## src/rtl/spi_controller_if.sv

```systemverilog
// Request/status bundle between the requester and spi_controller.
// master drives requests; slave (the controller) returns ready/busy/done.
interface spi_controller_if;
    logic       req_valid;
    logic       req_ready;
    logic       req_write;
    logic [6:0] req_addr;
    logic [7:0] req_data;
    logic       busy;
    logic       done;

    modport master (
        output req_valid, req_write, req_addr, req_data,
        input  req_ready, busy, done
    );

    modport slave (
        input  req_valid, req_write, req_addr, req_data,
        output req_ready, busy, done
    );
endinterface

```

## src/rtl/spi_controller.sv

```systemverilog
// SPI mode-0 (CPOL=0) 16-bit write-frame originator, MSB first.
// Define SPI_CTRL_READBACK_EN to add cipo capture into rsp_data.
module spi_controller #(
    parameter int unsigned CLK_DIV = 4
) (
    input  logic             clk,
    input  logic             rst,
    spi_controller_if.slave  req,
    output logic             ncs,
    output logic             sclk,
    output logic             copi
`ifdef SPI_CTRL_READBACK_EN
    ,
    input  logic             cipo,
    output logic [7:0]       rsp_data
`endif
);

    typedef enum logic [2:0] {IDLE, SETUP, SHIFT, HOLD, GAP} state_t;

    localparam logic [7:0] DIV_LAST  = 8'(CLK_DIV - 1);
    localparam logic [7:0] DIV_READY = 8'(CLK_DIV - 2);

    state_t      state, state_nxt;
    logic [7:0]  div_cnt, div_nxt;
    logic [3:0]  bit_cnt, bit_nxt;
    logic [15:0] shreg, shreg_nxt;
    logic        ncs_nxt, sclk_nxt, copi_nxt;
    logic        ready_nxt, busy_nxt, done_nxt;
    logic        div_end;

`ifdef SPI_CTRL_READBACK_EN
    logic [7:0]  cap, cap_nxt;
    logic [7:0]  rsp_nxt;
`endif

    assign div_end = (div_cnt == DIV_LAST);

    always_ff @(posedge clk) begin
        if (rst) begin
            state         <= IDLE;
            div_cnt       <= '0;
            bit_cnt       <= '0;
            shreg         <= '0;
            ncs           <= 1'b1;
            sclk          <= 1'b0;
            copi          <= 1'b0;
            req.req_ready <= 1'b0;
            req.busy      <= 1'b0;
            req.done      <= 1'b0;
`ifdef SPI_CTRL_READBACK_EN
            cap           <= '0;
            rsp_data      <= '0;
`endif
        end else begin
            state         <= state_nxt;
            div_cnt       <= div_nxt;
            bit_cnt       <= bit_nxt;
            shreg         <= shreg_nxt;
            ncs           <= ncs_nxt;
            sclk          <= sclk_nxt;
            copi          <= copi_nxt;
            req.req_ready <= ready_nxt;
            req.busy      <= busy_nxt;
            req.done      <= done_nxt;
`ifdef SPI_CTRL_READBACK_EN
            cap           <= cap_nxt;
            rsp_data      <= rsp_nxt;
`endif
        end
    end

    // shreg holds the bits still to be sent after the one currently on copi.
    always_comb begin
        state_nxt = state;
        div_nxt   = div_cnt + 8'd1;
        bit_nxt   = bit_cnt;
        shreg_nxt = shreg;
        ncs_nxt   = ncs;
        sclk_nxt  = sclk;
        copi_nxt  = copi;
        ready_nxt = req.req_ready;
        busy_nxt  = req.busy;
        done_nxt  = 1'b0;
`ifdef SPI_CTRL_READBACK_EN
        cap_nxt   = cap;
        rsp_nxt   = rsp_data;
`endif

        case (state)
            IDLE: begin
                div_nxt   = '0;
                ready_nxt = 1'b1;
                if (req.req_valid && req.req_ready) begin
                    shreg_nxt = {req.req_addr, req.req_data, 1'b0};
                    copi_nxt  = req.req_write;
                    ncs_nxt   = 1'b0;
                    busy_nxt  = 1'b1;
                    ready_nxt = 1'b0;
                    bit_nxt   = '0;
                    state_nxt = SETUP;
                end
            end
            SETUP: begin
                if (div_end) begin
                    div_nxt   = '0;
                    sclk_nxt  = 1'b1;
                    state_nxt = SHIFT;
                end
            end
            SHIFT: begin
                if (div_end) begin
                    div_nxt = '0;
                    if (!sclk) begin
                        sclk_nxt = 1'b1;
                    end else begin
                        sclk_nxt = 1'b0;
`ifdef SPI_CTRL_READBACK_EN
                        if (bit_cnt[3])
                            cap_nxt = {cap[6:0], cipo};
`endif
                        if (bit_cnt == 4'd15) begin
                            copi_nxt  = 1'b0;
                            state_nxt = HOLD;
                        end else begin
                            copi_nxt  = shreg[15];
                            shreg_nxt = {shreg[14:0], 1'b0};
                            bit_nxt   = bit_cnt + 4'd1;
                        end
                    end
                end
            end
            HOLD: begin
                if (div_end) begin
                    div_nxt   = '0;
                    ncs_nxt   = 1'b1;
                    done_nxt  = 1'b1;
                    state_nxt = GAP;
`ifdef SPI_CTRL_READBACK_EN
                    rsp_nxt   = cap;
`endif
                end
            end
            GAP: begin
                // Ready is raised for the last gap cycle so a held request
                // is accepted exactly 34*CLK_DIV cycles after the previous one.
                if (div_cnt == DIV_READY) begin
                    div_nxt   = '0;
                    ready_nxt = 1'b1;
                    busy_nxt  = 1'b0;
                    state_nxt = IDLE;
                end
            end
            default: state_nxt = IDLE;
        endcase
    end

endmodule

```

## src/flat_wrapper.sv

```systemverilog
// flat-port wrapper written by rule: the top's interface ports become plain ports
module spi_controller_flat 
#(
    parameter int unsigned CLK_DIV = 4
)
  (clk, rst, ncs, sclk, copi, req_req_valid, req_req_write, req_req_addr, req_req_data, req_req_ready, req_busy, req_done);
  spi_controller_if req_i ();
  input  logic clk;
  input  logic rst;
  output logic ncs;
  output logic sclk;
  output logic copi;
  input wire logic [$bits(req_i.req_valid)-1:0] req_req_valid;
  input wire logic [$bits(req_i.req_write)-1:0] req_req_write;
  input wire logic [$bits(req_i.req_addr)-1:0] req_req_addr;
  input wire logic [$bits(req_i.req_data)-1:0] req_req_data;
  output wire logic [$bits(req_i.req_ready)-1:0] req_req_ready;
  output wire logic [$bits(req_i.busy)-1:0] req_busy;
  output wire logic [$bits(req_i.done)-1:0] req_done;
  assign req_i.req_valid = req_req_valid;
  assign req_i.req_write = req_req_write;
  assign req_i.req_addr = req_req_addr;
  assign req_i.req_data = req_req_data;
  assign req_req_ready = req_i.req_ready;
  assign req_busy = req_i.busy;
  assign req_done = req_i.done;
  spi_controller #(.CLK_DIV(CLK_DIV)) u_core (.clk(clk), .rst(rst), .req(req_i), .ncs(ncs), .sclk(sclk), .copi(copi));
endmodule
```

## config.mk

```make
export PLATFORM = sky130hd
export DESIGN_NAME = spi_controller_flat
export DESIGN_NICKNAME = d
export VERILOG_FILES = /design/src/rtl/spi_controller_if.sv /design/src/rtl/spi_controller.sv /design/src/flat_wrapper.sv
export SDC_FILE = /design/constraint.sdc
export NUM_CORES = 1
export LEC_CHECK = 0
export ABC_AREA = 1
export CAP_MARGIN = 20
export CORE_MARGIN = 3
export CORE_UTILIZATION = 25
export DETAILED_ROUTE_END_ITERATION = 8
export SETUP_SLACK_MARGIN = 0.5
export SLEW_MARGIN = 15
export SYNTH_ARGS = -nofsm -noshare
export SYNTH_HDL_FRONTEND = slang
export SYNTH_SLANG_ARGS = --single-unit
```

## constraint.sdc

```tcl
create_clock -name clk -period 1.85 [get_ports clk]
set_input_delay 0.185 -clock clk [delete_from_list [all_inputs] [get_ports clk]]
set_output_delay 0.185 -clock clk [all_outputs]
set_load 0.01 [all_outputs]
```

; Word level (Yosys, flattened, before mapping)
; Index checks and enable logic that the tools add are counted.
[classes]
mux = 39
n_eq_ne = 15
n_bitwise = 1
addsub = 2
n_reduce_logical = 15
[op_table]
columns = cell, count
row1 = 2-to-1 mux 16 bit, 4
row2 = one-hot mux 16 bit (2 select lines), 1
row3 = one-hot mux 8 bit (3 select lines), 1
row4 = 2-to-1 mux 3 bit, 7
row5 = equality test 8 x 2 -> 1 bit (second input constant), 2
row6 = 2-to-1 mux 4 bit, 4
row7 = 2-to-1 mux 8 bit, 2
row8 = one-hot mux 3 bit (5 select lines), 1
row9 = != test 2 x 1 -> 1 bit (second input constant), 7
row10 = 2-to-1 mux 1 bit, 13
row11 = one-hot mux 1 bit (2 select lines), 5
row12 = AND reduction 3 bit, 3
row13 = adder 8 x 1 -> 8 bit (second input constant), 1
row14 = one-hot mux 4 bit (2 select lines), 1
row15 = nonzero test 2 bit, 4
row16 = AND reduction 7 bit, 1
row17 = equality test 3 x 2 -> 1 bit (second input constant), 2
row18 = AND reduction 5 bit, 1
row19 = adder 4 x 1 -> 4 bit (second input constant), 1
row20 = equality test 4 bit (second input constant), 1
row21 = AND reduction 4 bit, 1
row22 = equality test 3 x 1 -> 1 bit (second input constant), 1
row23 = equality test 3 bit (second input constant), 1
row24 = zero test 3 bit, 1
row25 = 6 further kinds, 6
[word_totals]
ff_bits = 37
inputBits = 19
word_cells = 82

; Longest topological paths before layout
; Gate-level depths: netlist of run 1.
[depth]
depth_word = 5
depth_mapped = 11
depth_no_buf = 10

; Worst setup path after synthesis of run 1
; No wires, ideal clock.
[synth_path]
kind = register to register
from = register u_core.div_cnt[0]
to = register u_core.bit_cnt[2]
setup_ps = 132
required_time_ps = 1718
path_stages_with_launch = 10
arrival_ps = 1416
path_buffers = 1
slack_ps = 302
period_less_slack_ps = 1548
path_cell_list = dfxtp_1 ha_1 nand2_1 nor2_2 nor2_2 nor2_4 nand2_4 buf_6 nand2_1 a21oi_1
[synth_between]
elab_chain_len = 3
[synth_rtl]
columns = element, line_no
row1 = "start, declared", spi_controller.sv:25  ; logic [7:0] div_cnt, div_nxt;
row2 = "start signal, assigned", spi_controller.sv:57  ; div_cnt <= div_nxt;
row3 = equality test 8 x 2 -> 1 bit, spi_controller.sv:37  ; assign div_end = (div_cnt == DIV_LAST);
row4 = != test 2 x 1 -> 1 bit (no line), --
row5 = AND reduction 5 bit (no line), --
row6 = "end signal, assigned", spi_controller.sv:58  ; bit_cnt <= bit_nxt;
row7 = "end, declared", spi_controller.sv:26  ; logic [3:0] bit_cnt, bit_nxt;
; Every way passes these cells.
; A chain may end at the register's enable or synchronous reset.

; Final worst setup path of run 1
[layout_path]
from = register u_core.state[0]
to = register u_core.bit_cnt[0]
[layout_between]
elab_chain_len = 3
word_cells_on_any_way = 9
[layout_rtl]
columns = element, line_no
row1 = "start, declared", spi_controller.sv:24  ; state_t state, state_nxt;
row2 = "start signal, assigned", spi_controller.sv:56  ; state <= state_nxt;
row3 = equality test 3 x 2 -> 1 bit or zero test 3 bit (tied branches), spi_controller.sv:90  ; case (state)
row4 = "!= test 2 bit (no line), or another cell as far along", --
row5 = AND reduction 5 bit (no line), --
; Several ways; a longest one is shown, not always the timed one.

==> metrics, run 1 <==
CTS tree built; synthesized flop and latch total 36; wire per inst 12.5 um; Syn Nets 285; largest net degree at the start of global routing 23; dpl hpwl roughly 2900 um; clk sinks 36; final period utilization a little over four fifths; IO Count 25; actual slew at the worst max-slew pin between 0.4 and 0.5 ns; Synth area leader dfxtp_1; synthesized area between 1500 and 2000 um2; Leak about 0.0012 uW; synthesis-to-layout area growth 55.3%; Buf+Inv Stages, Crit Path 5; GR Util All Layers between 10 and 15%; Initial Util around a quarter; HP Class flop to flop; asr flop ratio synth 0%; die width between 90 and 100 um; Max stage delay on crit path roughly 0.32 ns; DRC viols 0; critical path type flop to flop; hold_sp u_core.req.busy; most frequent cells in the layout 79 x nand2_1, 27 x nand3_1, 27 x dfxtp_1, 20 x a21oi_1, 20 x buf_4; Worst-Skew Late Latency between 0.2 and 0.3 ns; final core occ 40.6%; status complete, no violations; final instance area 2810 um2; initial DRC count just under 80; WP data required approximately 2.0 ns; DIE AREA about 8300 um2; EDFF count, synth 0; total gr overflow 0; core outline area just under 7000 um2; vias per cell roughly 4.5; crit path launch u_core.state[0]; Power Dens Cells 2000 nW/um2; Filler Cells Inserted about 710; CTS max path bufs 2; RSZ-0062 raised after global routing yes; Placer Congestion slightly above 0.8; CP Launch Type flop; first-pass GRT wire length ~8300 um; die height just over 90 um; Seq/Total Area, Yosys roughly two fifths; Fmax ~650 MHz; Main synth FF type dfxtp_1; routed wire length 5240 um; MaxCap Viol Count 0; layout cells sized above 1 29.3%; distinct cell type count after synthesis 22; routed vias around 1900; Slew Limit Headroom about 70%; H-tree depth 2; CP arrival about 1.7 ns; Setup-failing EPs final 0; Placement Cell Area 2200 um2; commonest non-fill, non-tap cell in the layout nand2_1; DR pass1 iterations 4; initial antenna violation count 0; number of I/O port buffers 24; worst-path cell chain inv_2 > nand2_4 > nor2_4 > inv_2 > nor2_4 > nor2_4 > buf_6 > buf_6 > clkbuf_16 > nand3b_1 > a21oi_1; setup TNS 0 ns; Syn Area/Cell between 6 and 7 um2; total CTS buffers 5; clock slew at reported path FFs ~0.070 ns; clk_skew slightly above 0.01 ns; Tmin final ~1.5 ns; Mapped Cells between 200 and 300; area fraction of the dominant cell type after synthesis between 30% and 40%; Post-DRT Antenna Nets 0; delay-heaviest family, CP buffers and inverters; # diodes 0; CP max FO 4; CTS root buf clkbuf_8; Fin. Hold Viols 0; Max Slew Vio Count 0; slowest cell on the critical path dfxtp_2; Peak VDD IR between 0.0008 and 0.0009 V; ranking of synthesized cells by area dfxtp_1 40%, nand2_1 18%, nand3_1 8.0%; Final #Nets 345; Pwr Total roughly 5600 uW; crit end category flop; vias in the first global route 1819; Reg-to-Reg Start u_core.state[0]; # rows 30; worst hold slack between 0.4 and 0.5 ns; CP dominant cell by count nor2_4; warnings from Yosys 0
-- what timing repair did --
| item | CTS | global route |
|---|---|---|
| resized for setup | 44 | 28 |
| hold buffers | 0 | 0 |
| pin swaps | 6 | 14 |
| setup endpoints to repair | 35 | 36 |
| cloned | 5 | 3 |
| setup buffers | 17 | 4 |
-- per-layer routing --
metal | GRT usage, % | vias up | routed length (um) | share of wire, %
met5 | 0 | - | 0 | 0
met4 | 3.89 | 0 | 72 | 1.4
met3 | 3.31 | 12 | 284 | 5.4
met2 | 21.2 | 44 | 2660 | 51
met1 | 14.6 | 864 | 2220 | 42
li1 | - | 967 | - | -
-- stage by stage --
stage | setup WS (ns) | cells
3_3_place_gp | 0.291 | 383
2_1_floorplan | 0.450 | 263
3_5_place_dp | 0.259 | 383
4_1_cts | 0.377 | 413
5_1_grt | 0.217 | 420
6_report | 0.305 | 420
-- logic make-up after synthesis --
kind of cell               after synthesis  share of synthesized area [%]
and+or+nand+nor                        162                           38.9
DFF                                     36                           39.9
buffers and inverters                   28                           7.83
AOI/OAI and AO/OA                       26                           7.41
xor gates and xnor gates                 8                           3.88
adders and majority gates                3                           2.08
-- worst min-delay path, stage by stage (launching register included) --
cell	delay, ns
dfxtp_1	0.31
inv_1	0.04
a21oi_1	0.05
-- power breakdown --
group | total (uW) | switching, uW | internal (uW)
Sequential | 1150 | 143 | 1010
Combinational | 3900 | 2040 | 1870
Clock | 557 | 288 | 269
Total | 5610 | 2470 | 3150
-- layout make-up --
type                            instances  area (um2)  area share [%]
Timing Repair Buffer                   58         627            22.3
Clock buffer                            7        76.3            2.72
Sequential cell                        36         742            26.4
Inverter                               19        73.8            2.63
Tap cell                               96         120            4.28
Multi-Input combinational cell        203        1160            41.3
Clock inverter                          1        8.76           0.312
-- flip-flops by register name (all words and copies together) (netlist names) --
| register | cells |
|---|---|
| u_core.req.done | 1 |
| u_core.req.busy | 1 |
| u_core.shreg | 15 |
| u_core.req.req_ready | 1 |
| u_core.state | 3 |
| u_core.ncs | 1 |
| u_core.copi | 1 |
| u_core.div_cnt | 8 |
| u_core.bit_cnt | 4 |
| u_core.sclk | 1 |
-- cell usage after synthesis (3+ instances only) --
library cell  instances
inv_1                17
a21oi_1              23
nand3_1              29
nand2_1              89
nor2_2                3
nand4_1               4
dfxtp_1              36
nor2_1               29
nand2_2               3
nand2_4               3
ha_1                  3
buf_6                 4
xor2_1                6
-- final timing paths --
kind | end | cells after the start | slack (ns)
setup reg to reg | u_core.bit_cnt[0] | 11 | 0.30
hold / removal | u_core.req.busy | 2 | 0.44
hold reg to reg | u_core.req.busy | 2 | 0.44
setup / recovery | u_core.bit_cnt[0] | 11 | 0.30
No activity file was read; power rests on OpenSTA's default activity.
==> run 2, diff against run 1 <==
Clock period 1.85 ns to 1.3 ns, I/O delays scaled along.
==> run 2 against run 1 <==
The run now ends with negative setup slack left. Clock power rose by 34%. Sequential share of layout area fell by 1.8 points. Global-route usage barely moved. Critical path type unchanged. Non-clock buffer count rose by 23. Largest cell class unchanged. Cell area rose by 7.1%. Maximum frequency rose by 5.7%. Utilization rose by 2.9 points.
==> metrics, run 2 (synthesis gave the netlist of run 1 again) <==
GR Util All Layers 12.2% (about the same); clk sinks 36 (unchanged); DR pass1 iterations 4 (unchanged); CP max FO 9 (was 4); Setup-failing EPs final 32 (was 0); Max stage delay on crit path 0.32 ns (about the same); Leak 0.00128 uW (was 0.00118 uW); Placement Cell Area 2490 um2 (was 2200 um2); most frequent cells in the layout 72 x nand2_1, 39 x buf_4, 23 x dfxtp_1, 22 x buf_6, 18 x clkdlybuf4s50_1 (was 79 x nand2_1, 27 x nand3_1, 27 x dfxtp_1, 20 x a21oi_1, 20 x buf_4); initial antenna violation count 0 (unchanged); Placer Congestion 0.888 (was 0.824); delay-heaviest family, CP simple AND/OR/NAND/NOR gates (was buffers and inverters); total gr overflow 0 (unchanged); register area 742 um2 (unchanged); Max Slew Vio Count 0 (unchanged); number of flip-flops in the largest register 15 (unchanged); actual slew at the worst max-slew pin 0.278 ns (was 0.458 ns); core outline area 6910 um2 (unchanged); CTS tree built (unchanged); synthesis-to-layout area growth 66.3% (was 55.3%); Fmax 684 MHz (was 647 MHz); total CTS buffers 5 (unchanged); vias per cell 4.46 (was 4.49); commonest non-fill, non-tap cell in the layout nand2_1 (unchanged); Power Dens Cells 2540 nW/um2 (was 2000 nW/um2); CP Launch Type flop (unchanged); Tmin final 1.46 ns (was 1.55 ns); final period utilization 112% (was 83.5%); Initial Util 26.2% (unchanged); initial DRC count 64 (was 77); dpl hpwl 3230 um (was 2850 um); first-pass GRT wire length 8470 um (was 8320 um); MaxCap Viol Count 0 (unchanged); H-tree depth 2 (unchanged); CP dominant cell by count nand2_4 (was nor2_4); # diodes 0 (unchanged); CTS root buf clkbuf_8 (unchanged); Post-DRT Antenna Nets 0 (unchanged); worst-path cell chain inv_2 > nand2_4 > nor2_4 > buf_6 > nand2_4 > nand2_4 > nor2_4 > buf_12 > buf_6 > nand3_2 > nand2_2 > nor2_2 (was inv_2 > nand2_4 > nor2_4 > inv_2 > nor2_4 > nor2_4 > buf_6 > buf_6 > clkbuf_16 > nand3b_1 > a21oi_1); routed vias 1956 (was 1887); RSZ-0062 raised after global routing yes (unchanged); final instance area 3010 um2 (was 2810 um2); final setup margin -0.162 ns (was 0.305 ns); WP data required 1.52 ns (was 2.03 ns); Peak VDD IR 0.00169 V (was 0.000874 V); IO Count 25 (unchanged); CP arrival 1.69 ns (was 1.72 ns); number of I/O port buffers 24 (unchanged); critical path type flop to flop (unchanged); # rows 30 (unchanged); Top reg by flops u_core.shreg (unchanged); die width 91.0 um (unchanged); status complete, but fails checks (was complete, no violations); DRC viols 0 (unchanged); largest net degree at the start of global routing 22 (was 23); violated checks negative setup slack; vias in the first global route 1905 (was 1819); Final #Nets 365 (was 345); CTS max path bufs 2 (unchanged); HP Class flop to flop (unchanged); Filler Cells Inserted 705 (was 713); die height 91.0 um (unchanged); clock slew at reported path FFs 0.07 ns (about the same); Slew Limit Headroom 81.5% (was 69.4%); Fin. Hold Viols 0 (unchanged); slowest cell on the critical path dfxtp_2 (unchanged); routed wire length 5040 um (was 5240 um); DIE AREA 8280 um2 (unchanged); crit end category flop (unchanged); clk_skew 0.00453 ns (was 0.0103 ns); largest registers u_core.shreg: 15 flops, u_core.div_cnt: 8 flops, u_core.bit_cnt: 4 flops (unchanged); Multi-input gate area 1250 um2 (was 1160 um2); Buf+Inv Stages, Crit Path 4 (was 5); wire per inst 11.5 um (was 12.5 um); layout cells sized above 1 45.8% (was 29.3%); final core occ 43.5% (was 40.6%); Worst-Skew Late Latency 0.29 ns (about the same)
==> run 2: changes by cell type in the layout (fill, tap and decap cells not counted), moves of 4 or more <==
cell     previous run  this run
nand2_1            79        72
buf_6               8        22
nand3_2             2        12
nand2_2             8        14
a21oi_1            20        12
a21oi_2             3        10
nand3_1            27        16
buf_4              20        39
dfxtp_2             5        11
dfxtp_1            27        23
==> run 2: path summary, 6_finish.rpt <==
check | endpoint | cells past startpoint | startpoint | slack [ns]
worst min-delay path | u_core.div_cnt[0] | 1 | u_core.div_cnt[0] | 0.45
worst min register to register | u_core.div_cnt[0] | 1 | u_core.div_cnt[0] | 0.45
worst max register to register | u_core.state[1] | 12 | u_core.state[0] | -0.16
worst max-delay path | u_core.state[1] | 12 | u_core.state[0] | -0.16
==> run 2: through the flow <==
stage	total power (uW)	worst slack [ns]	setup TNS, ns	hold slack (ns)	instances
2_1_floorplan	4000	-0.100	-1.74	0.199	263
3_3_place_gp	5290	-0.196	-4.42	0.442	419
3_5_place_dp	5300	-0.225	-5.16	0.444	419
4_1_cts	6830	-0.109	-2.63	0.449	435
5_1_grt	8170	-0.219	-5.24	0.463	439
6_report	7620	-0.162	-3.10	0.446	439
==> run 2: layer usage <==
| layer | track usage, % | part of all wire (%) | vias to the layer above | wire (um) |
|---|---|---|---|---|
| li1 | - | - | 996 | - |
| met1 | 14.4 | 44 | 936 | 2230 |
| met2 | 21.6 | 52 | 19 | 2610 |
| met3 | 3.40 | 3.2 | 5 | 162 |
| met4 | 3.27 | 0.71 | 0 | 36 |
| met5 | 0 | 0 | - | 0 |
==> run 2: power by group <==
part | total (uW) | switching (uW) | internal, uW
clock network | 745 | 381 | 364
registers | 1620 | 182 | 1440
logic | 5250 | 2810 | 2440
==> run 2: final cells by class <==
class | count | share of cell area (%)
repair buffers | 81 | 24.8
well taps | 96 | 4.00
clock buffers | 6 | 2.41
inverters | 19 | 2.37
multi-input cells | 200 | 41.5
flip-flops and latches | 36 | 24.7
clock inverters | 1 | 0.167
==> run 2: what timing repair did <==
action / 4_1_cts / 5_1_grt
resized for setup: 80 / 49
endpoints found under the setup margin: 42 / 42
buffers inserted: 9 / 3
cloned: 0 / 1
hold buffers: 0 / 0
pin swaps: 15 / 16
==> run 3, diff against run 2 <==
Settings changed: SLEW_MARGIN 15 to 10.
==> results of run 3 <==
Final layout, timing and power as in run 2 (identical DEF).
